===== src/rtl/dct_rle_encoder_pkg.sv =====
// Shared definitions for the DCT run-length encoder: field widths, token
// layout, special token encodings and the quantizer.
package dct_rle_encoder_pkg;

    localparam int COEF_W = 19;
    localparam int VAL_W  = 8;
    localparam int RUN_W  = 4;
    localparam int TOK_W  = RUN_W + VAL_W + 1;

    // Token bit layout, LSB first: eob, val, run
    localparam int EOB_BIT = 0;
    localparam int VAL_LSB = 1;
    localparam int RUN_LSB = VAL_W + 1;

    localparam logic [RUN_W-1:0] ZRL_RUN = RUN_W'((1 << RUN_W) - 1);

    typedef struct packed {
        logic [RUN_W-1:0]        run;
        logic signed [VAL_W-1:0] val;
        logic                    eob;
    } tok_t;

    localparam tok_t EOB_TOK = '{run: '0, val: '0, eob: 1'b1};

    localparam logic [COEF_W-1:0] POS_LIM = COEF_W'((1 << (VAL_W - 1)) - 1);
    localparam logic [COEF_W-1:0] NEG_LIM = COEF_W'(1 << (VAL_W - 1));

    // Sign-magnitude shift so rounding is toward zero, then saturate.
    function automatic logic signed [VAL_W-1:0] quantize(
        input logic signed [COEF_W-1:0] x,
        input int                       shift
    );
        logic [COEF_W-1:0] mag;
        logic [COEF_W-1:0] sh;
        mag = x[COEF_W-1] ? unsigned'(-x) : unsigned'(x);
        sh  = mag >> shift;
        if (!x[COEF_W-1])
            quantize = (sh > POS_LIM) ? POS_LIM[VAL_W-1:0] : sh[VAL_W-1:0];
        else
            quantize = (sh > NEG_LIM) ? NEG_LIM[VAL_W-1:0] : -sh[VAL_W-1:0];
    endfunction

endpackage


===== src/rtl/dct_rle_encoder_if.sv =====
// Coefficient input and token output handshakes of the RLE encoder.
interface dct_rle_encoder_if;
    import dct_rle_encoder_pkg::*;

    logic                     coef_valid;
    logic                     coef_ready;
    logic signed [COEF_W-1:0] coef_in;
    logic                     coef_last;
    logic                     tok_valid;
    logic                     tok_ready;
    logic [RUN_W-1:0]         tok_run;
    logic signed [VAL_W-1:0]  tok_val;
    logic                     tok_eob;

    // Producer of coefficients / consumer of tokens
    modport master (
        output coef_valid, coef_in, coef_last, tok_ready,
        input  coef_ready, tok_valid, tok_run, tok_val, tok_eob
    );

    // The encoder itself
    modport slave (
        input  coef_valid, coef_in, coef_last, tok_ready,
        output coef_ready, tok_valid, tok_run, tok_val, tok_eob
    );
endinterface


===== src/rtl/dct_rle_encoder_token_fifo.sv =====
// First-word-fall-through FIFO with a 2-wide write port and 1-wide read.
// When both write enables are set, din0 lands ahead of din1.
module token_fifo #(
    parameter int WIDTH = 13,
    parameter int DEPTH = 8
) (
    input  logic                   clk,
    input  logic                   rst_n,
    input  logic                   wr_en0,
    input  logic                   wr_en1,
    input  logic [WIDTH-1:0]       din0,
    input  logic [WIDTH-1:0]       din1,
    input  logic                   rd_en,
    output logic [WIDTH-1:0]       dout,
    output logic                   empty,
    output logic [$clog2(DEPTH):0] count
);
    localparam int AW = $clog2(DEPTH);

    logic [WIDTH-1:0] mem [DEPTH];
    logic [AW-1:0]    wr_ptr;
    logic [AW-1:0]    rd_ptr;
    logic [AW-1:0]    wr_ptr_inc;
    logic [1:0]       n_wr;
    logic             do_rd;
    logic [WIDTH-1:0] first;

    assign n_wr       = {1'b0, wr_en0} + {1'b0, wr_en1};
    assign do_rd      = rd_en && !empty;
    assign first      = wr_en0 ? din0 : din1;
    assign wr_ptr_inc = wr_ptr + AW'(1);
    assign empty      = (count == '0);
    assign dout       = mem[rd_ptr];

    // Storage: the first (or only) token at wr_ptr, a second one right after
    always_ff @(posedge clk) begin
        if (wr_en0 || wr_en1) mem[wr_ptr] <= first;
        if (wr_en0 && wr_en1) mem[wr_ptr_inc] <= din1;
    end

    // Pointers wrap naturally at DEPTH; count tracks simultaneous push/pop
    always_ff @(posedge clk or negedge rst_n) begin
        if (!rst_n) begin
            wr_ptr <= '0;
            rd_ptr <= '0;
            count  <= '0;
        end else begin
            wr_ptr <= wr_ptr + AW'(n_wr);
            if (do_rd) rd_ptr <= rd_ptr + AW'(1);
            count  <= count + (AW+1)'(n_wr) - (AW+1)'(do_rd);
        end
    end
endmodule


===== src/rtl/dct_rle_encoder.sv =====
// Quantizes DCT coefficients and run-length encodes them into (run, value)
// tokens with ZRL and EOB markers, buffered behind a valid/ready output.
module dct_rle_encoder
    import dct_rle_encoder_pkg::*;
#(
    parameter int QSHIFT     = 6,
    parameter int FIFO_DEPTH = 8
) (
    input  logic               clk,
    input  logic               rst_n,
    dct_rle_encoder_if.slave   bus
);
    localparam int CNT_W = $clog2(FIFO_DEPTH) + 1;

    logic                    accept;
    logic                    s1_valid;
    logic signed [VAL_W-1:0] s1_q;
    logic                    s1_last;
    logic [RUN_W-1:0]        zero_run;
    logic [RUN_W-1:0]        zero_run_nxt;
    logic                    main_push;
    tok_t                    main_tok;
    logic                    wr_en0;
    logic                    wr_en1;
    tok_t                    din0;
    tok_t                    din1;
    tok_t                    fifo_dout;
    logic                    fifo_empty;
    logic [CNT_W-1:0]        fifo_count;

    // Room for two tokens from stage 1 plus two from the incoming coefficient
    assign bus.coef_ready = (fifo_count <= CNT_W'(FIFO_DEPTH - 4));
    assign accept         = bus.coef_valid && bus.coef_ready;

    // Stage 1: quantize the accepted coefficient
    always_ff @(posedge clk or negedge rst_n) begin
        if (!rst_n) begin
            s1_valid <= 1'b0;
            s1_q     <= '0;
            s1_last  <= 1'b0;
        end else begin
            s1_valid <= accept;
            if (accept) begin
                s1_q    <= quantize(bus.coef_in, QSHIFT);
                s1_last <= bus.coef_last;
            end
        end
    end

    // Stage 2: run-length rules; EOB always follows the value/ZRL token
    always_comb begin
        zero_run_nxt = zero_run;
        main_push    = 1'b0;
        main_tok     = '0;
        if (s1_valid) begin
            if (s1_q != '0) begin
                main_push    = 1'b1;
                main_tok     = '{run: zero_run, val: s1_q, eob: 1'b0};
                zero_run_nxt = '0;
            end else if (zero_run == ZRL_RUN) begin
                main_push    = 1'b1;
                main_tok     = '{run: ZRL_RUN, val: '0, eob: 1'b0};
                zero_run_nxt = '0;
            end else begin
                zero_run_nxt = zero_run + RUN_W'(1);
            end
            if (s1_last) zero_run_nxt = '0;
        end
        wr_en0 = main_push || (s1_valid && s1_last);
        wr_en1 = main_push && s1_valid && s1_last;
        din0   = main_push ? main_tok : EOB_TOK;
        din1   = EOB_TOK;
    end

    // Zero-run counter
    always_ff @(posedge clk or negedge rst_n) begin
        if (!rst_n) zero_run <= '0;
        else        zero_run <= zero_run_nxt;
    end

    token_fifo #(
        .WIDTH (TOK_W),
        .DEPTH (FIFO_DEPTH)
    ) u_fifo (
        .clk    (clk),
        .rst_n  (rst_n),
        .wr_en0 (wr_en0),
        .wr_en1 (wr_en1),
        .din0   (din0),
        .din1   (din1),
        .rd_en  (bus.tok_ready),
        .dout   (fifo_dout),
        .empty  (fifo_empty),
        .count  (fifo_count)
    );

    // Token fields read as zero while nothing is buffered
    assign bus.tok_valid = !fifo_empty;
    assign bus.tok_run   = fifo_empty ? '0 : fifo_dout.run;
    assign bus.tok_val   = fifo_empty ? '0 : fifo_dout.val;
    assign bus.tok_eob   = fifo_empty ? 1'b0 : fifo_dout.eob;
endmodule


===== src/flat_wrapper.sv =====
// flat-port wrapper written by rule: the top's interface ports become plain ports
module dct_rle_encoder_flat import dct_rle_encoder_pkg::*;
#(
    parameter int QSHIFT     = 6,
    parameter int FIFO_DEPTH = 8
)
  (clk, rst_n, bus_coef_valid, bus_coef_in, bus_coef_last, bus_tok_ready, bus_coef_ready, bus_tok_valid, bus_tok_run, bus_tok_val, bus_tok_eob);
  dct_rle_encoder_if bus_i ();
  input  logic clk;
  input  logic rst_n;
  input wire logic [$bits(bus_i.coef_valid)-1:0] bus_coef_valid;
  input wire logic [$bits(bus_i.coef_in)-1:0] bus_coef_in;
  input wire logic [$bits(bus_i.coef_last)-1:0] bus_coef_last;
  input wire logic [$bits(bus_i.tok_ready)-1:0] bus_tok_ready;
  output wire logic [$bits(bus_i.coef_ready)-1:0] bus_coef_ready;
  output wire logic [$bits(bus_i.tok_valid)-1:0] bus_tok_valid;
  output wire logic [$bits(bus_i.tok_run)-1:0] bus_tok_run;
  output wire logic [$bits(bus_i.tok_val)-1:0] bus_tok_val;
  output wire logic [$bits(bus_i.tok_eob)-1:0] bus_tok_eob;
  assign bus_i.coef_valid = bus_coef_valid;
  assign bus_i.coef_in = bus_coef_in;
  assign bus_i.coef_last = bus_coef_last;
  assign bus_i.tok_ready = bus_tok_ready;
  assign bus_coef_ready = bus_i.coef_ready;
  assign bus_tok_valid = bus_i.tok_valid;
  assign bus_tok_run = bus_i.tok_run;
  assign bus_tok_val = bus_i.tok_val;
  assign bus_tok_eob = bus_i.tok_eob;
  dct_rle_encoder #(.QSHIFT(QSHIFT), .FIFO_DEPTH(FIFO_DEPTH)) u_core (.clk(clk), .rst_n(rst_n), .bus(bus_i));
endmodule

===== config.mk =====
export PLATFORM = sky130hd
export DESIGN_NAME = dct_rle_encoder_flat
export DESIGN_NICKNAME = d
export VERILOG_FILES = /design/src/rtl/dct_rle_encoder_pkg.sv /design/src/rtl/dct_rle_encoder_if.sv /design/src/rtl/dct_rle_encoder_token_fifo.sv /design/src/rtl/dct_rle_encoder.sv /design/src/flat_wrapper.sv
export SDC_FILE = /design/constraint.sdc
export NUM_CORES = 1
export LEC_CHECK = 0
export ABC_CLOCK_PERIOD_IN_PS = 6500
export BUFFER_PORTS_ARGS = -buffer_cell sky130_fd_sc_hd__buf_2
export CORE_AREA = 2 2 121 170
export CTS_CLUSTER_DIAMETER = 100
export DETAILED_ROUTE_END_ITERATION = 8
export DIE_AREA = 0 0 123 172
export GPL_TIMING_DRIVEN = 1
export PLACE_DENSITY = 0.57
export SLEW_MARGIN = 20
export SYNTH_ARGS = -nofsm -noshare
export SYNTH_HDL_FRONTEND = slang
export SYNTH_SLANG_ARGS = --single-unit

===== constraint.sdc =====
create_clock -name clk -period 6.5 [get_ports clk]
set_clock_uncertainty 0.15 [all_clocks]
set_input_delay 1.625 -clock clk [delete_from_list [all_inputs] [get_ports clk]]
set_output_delay 1.625 -clock clk [all_outputs]
set_load 0.02 [all_outputs]

==> impl_summary.txt <==
----------------------------------------------------
[Worst setup path]
  Chain of cells forming the critical path ... mux4_2 -> mux2i_1 -> nor2_1 -> buf_2
  Longest individual stage delay on the worst path ... roughly 1000 ps
  WS Path Type ... reg -> out
  Maximum fanout along the worst path ... 28
  Startpoint Class ... flip-flop
  Data required time at the worst endpoint ... between 4000 and 5000 ps
  Critical Path Slowest Stage Cell ... dfrtp_2
  Type of element capturing the critical path ... output pin
  Arrival @ worst endpoint ... between 2000 and 3000 ps

[Timing]
  Clock period minus final worst setup slack ... ~4300 ps
  Max-slew violations ... 0
  Worst-case headroom to the max-slew limit ... between 20 and 30%
  Worst-case hold slack ... a little over 300 ps
  Transition time of the tightest slew-check pin ... between 1000 and 1500 ps
  Minimum setup slack in the final design ... about 2200 ps
  Fraction of the cycle the final worst path needs ... 66.4%
  Setup TNS ... 0 ps
  Setup violations, final ... 0
  Final Hold Viols ... 0
  RSZ-0062 raised after global routing ... no
  FMAX ... between 200 and 250 MHz

[Synthesis]
  Post-synthesis register bit count ... between 100 and 150
  Syn avg cell area ... about 8.7 µm²
  Post-synth ARST share ... a little under a fifth
  Net count after synthesis ... just under 800
  Library cells used by synthesis ... between 50 and 60
  Synth Flop Type ... dfxtp_1
  Synth Cell Area ... approximately 0.0064 mm²
  Number of warnings printed during yosys synthesis ... 0
  Sequential share of the synthesized area ... 42.1%
  Number of standard cells after synthesis ... 736
  Number of enable flip-flop cells after synthesis ... 0

[Routing]
  Wire per inst ... 15.8 µm
  Iteration-0 DRC count of the detailed router ... 309
  Via density per instance ... just over 5
  Number of detailed-route iterations in the first pass ... 5
  Count of vias placed by the detailed router ... approximately 5000
  Highest metal layer used by the detailed router ... met4
  Post-detailed-route count of antenna-violating nets ... 0
  Routed wire length ... between 15 and 20 mm
  Met2 wirelength from detailed routing ... approximately 8.5 mm
  Wire length on met1 ... approximately 6.7 mm
  Post-route DRC violation count ... 0
  Total met3 wirelength after detailed routing ... between 500 and 600 µm

[Clocking]
  Buffer count from post-CTS setup fixing ... 0
  Cts hold-fix bufs ... 0
  Clock tree sinks ... about 130
  Total clock buffers created by CTS ... 17
  CTS HTree Levels ... 4
  Clock buffer depth ... 2
  Worst-path clk slew ... 50 ps
  Clock tree from TritonCTS ... built
  Latest clock arrival within the worst-skew pair ... roughly 410 ps
  Clock root buffer master ... clkbuf_16
  Number of resized instances in the post-cts repair step ... 0

[Floorplanning]
  Effective utilization at floorplan ... between 30% and 40%
  Number of I/O pins ... 39
  Area of the placeable core ... slightly below 0.02 mm²
  Die Wd ... around 120 µm
  Core Rows ... 61
  Area of the die ... 0.0212 mm²
  Die height ... roughly 170 µm

[Layout]
  # fillers ... approximately 2000
  Util after Layout ... 36.8%
  Final cell count without fillers ... 1016
  Share of post-route cells with drive strength above 1 ... approximately 15%
  Layout Area Growth over Synthesis ... 13.8%
  Cell area after layout ... 0.00726 mm²
  Net count, final ... 796
  Inserted Diodes ... 0

[GRT]
  Largest net degree at the start of global routing ... 29
  Via count of the first global-routing pass ... around 5000
  Antenna violations before repair ... 0
  Wire length of the first global-routing pass ... between 20 and 30 mm
  Overflow left after global routing ... 0
  Combined global-route utilization of all metal layers ... around 16%

[Place]
  Post-Place Cells ... 988
  Dpl hpwl ... ~11 mm
  Worst slack after detailed placement ... roughly 2000 ps
  Number of I/O port buffers ... 38
  Post-DP Area ... just under 0.007 mm²
  Routability-driven placement congestion ratio ... approximately 0.8

[Power and ir drop]
  Power share of the clock group ... between 20% and 30%
  Tot Pwr ... 3.05 mW
  Sequential cell fraction of total power ... 40.7%
  Cell area power density ... 421 mW/mm²
  Switching power of the nets ... between 1 and 1.5 mW
  Max IR drop VDD ... 0.210 mV
  Cell internal pwr ... about 2.0 mW
  Portion of total power attributed to combinational logic ... around a third
  Switching portion of total power ... between 30% and 40%
  Leakage dissipation ... 3.10 nW

[Job]
  Count of maximum capacitance violations ... 0

[Status]
  Result of the run ... complete, no violations

[Min path]
  Class of the tightest hold or removal check ... reg -> reg

----------------------------------------------------
-- per-layer routing --
layer	vias to the layer above	track usage, %
met5	-	0
met4	0	4.94
met3	17	2.74
met2	95	30.6
met1	2444	18.2
li1	2564	-
-- worst paths after layout --
kind,slack (ps),endpoint,cells past startpoint,from
worst max-delay path,2190,bus_tok_eob,4,u_core.u_fifo.rd_ptr[0]
worst min-delay path,300,u_core.u_fifo.mem[1][0],1,u_core.u_fifo.mem[1][0]
worst max register to register,2980,u_core.u_fifo.mem[4][0],9,u_core.s1_q[3]
worst min register to register,300,u_core.u_fifo.mem[1][0],1,u_core.u_fifo.mem[1][0]
max in group asynchronous,4750,u_core.u_fifo.rd_ptr[0],1,rst_n
min in group asynchronous,1040,u_core.u_fifo.count[2],1,rst_n
-- sequential cells by signal (all words and copies together) (netlist names) --
register / cells
u_core.u_fifo.rd_ptr: 3
u_core.s1_valid: 1
u_core.u_fifo.count: 4
u_core.s1_last: 1
u_core.u_fifo.mem: 104
u_core.s1_q: 8
u_core.zero_run: 4
u_core.u_fifo.wr_ptr: 3
-- Yosys cell counts (3+ instances only) --
master / count / share of area, %
a211o_1: 8 / 1.1
nor3_1: 8 / 0.63
a21oi_1: 93 / 7.3
o31ai_1: 4 / 0.47
nor2b_1: 3 / 0.29
or4_1: 5 / 0.59
mux4_2: 26 / 9.2
o21ai_0: 7 / 0.55
buf_2: 4 / 0.31
nand3_1: 10 / 0.79
xor2_1: 9 / 1.2
a31oi_1: 4 / 0.39
clkbuf_1: 39 / 2.3
mux2i_1: 19 / 3.0
nand2b_1: 4 / 0.39
ha_1: 15 / 2.9
buf_1: 3 / 0.18
nand2_1: 38 / 2.2
dfrtp_1: 24 / 9.4
inv_1: 20 / 1.2
mux2_2: 7 / 1.2
dfxtp_1: 104 / 33
nand4_1: 6 / 0.59
or3_1: 4 / 0.39
and3_1: 6 / 0.59
nor2_1: 220 / 13
xnor2_1: 9 / 1.2
o21ai_1: 6 / 0.47
-- cells in the final DEF, fill, tap and decap left out, types with 2 or more instances in the layout --
cell | synthesis | routed
o21ai_1 | 6 | 6
nor2_1 | 220 | 220
ha_1 | 15 | 15
clkbuf_16 | 0 | 17
a21oi_1 | 93 | 93
or4_4 | 2 | 2
clkinv_2 | 0 | 3
nand2b_1 | 4 | 4
clkbuf_8 | 0 | 2
and3_1 | 6 | 6
clkbuf_1 | 39 | 6
o21ai_0 | 7 | 7
nand2_1 | 38 | 38
mux2i_1 | 19 | 19
xnor2_1 | 9 | 9
xor2_1 | 9 | 9
or4_1 | 5 | 5
nand4_1 | 6 | 6
a211o_1 | 8 | 8
a31oi_1 | 4 | 4
buf_4 | 0 | 9
nand3_1 | 10 | 9
o31ai_1 | 4 | 4
inv_1 | 20 | 20
mux4_2 | 26 | 26
dfrtp_1 | 24 | 23
nor3_1 | 8 | 8
buf_2 | 4 | 38
mux2_2 | 7 | 7
nor2b_1 | 3 | 3
dfxtp_1 | 104 | 104
or3_1 | 4 | 4
and2_1 | 2 | 2
fa_1 | 2 | 2
-- cells by family (layout without fill, tap and decap cells) --
logic type,after synthesis,in the layout,synth area share [%]
AND/OR/NAND/NOR,314,314,20.8
AO/OA/AOI/OAI,140,140,13.5
flip-flops,128,128,42.1
buffers and inverters,67,95,4.14
multiplexers,52,52,13.4
XOR/XNOR,18,18,2.47
adder cells (fa/ha/maj),17,17,3.57
-- layout make-up --
| cell class | instances | area [µm²] | share of cell area, % |
|---|---|---|---|
| Clock inverter | 3 | 15.0 | 0.207 |
| Inverter | 20 | 75.1 | 1.03 |
| Tap cell | 252 | 315 | 4.35 |
| Sequential cell | 128 | 2680 | 37.0 |
| Multi-Input combinational cell | 541 | 3430 | 47.3 |
| Timing Repair Buffer | 47 | 258 | 3.55 |
| Clock buffer | 25 | 475 | 6.55 |
-- worst max-delay path, delay by kind of cell (launching register included) --
kind | cells | cell delay, ps
buffers and inverters | 1 | 200
muxes | 2 | 830
and+or+nand+nor | 1 | 70
DFF | 1 | 1030
-- power by group through the flow --
| stage | Combinational, mW | Sequential [mW] | Clock (mW) |
|---|---|---|---|
| floorplan | 0.871 | 1.13 | 0 |
| global placement | 0.997 | 1.25 | 0 |
| detailed placement | 1.01 | 1.26 | 0 |
| CTS | 1.02 | 1.25 | 0.826 |
| global route | 1.13 | 1.28 | 0.860 |
| finish | 1.00 | 1.24 | 0.809 |
(Power assumes the default switching activity.)
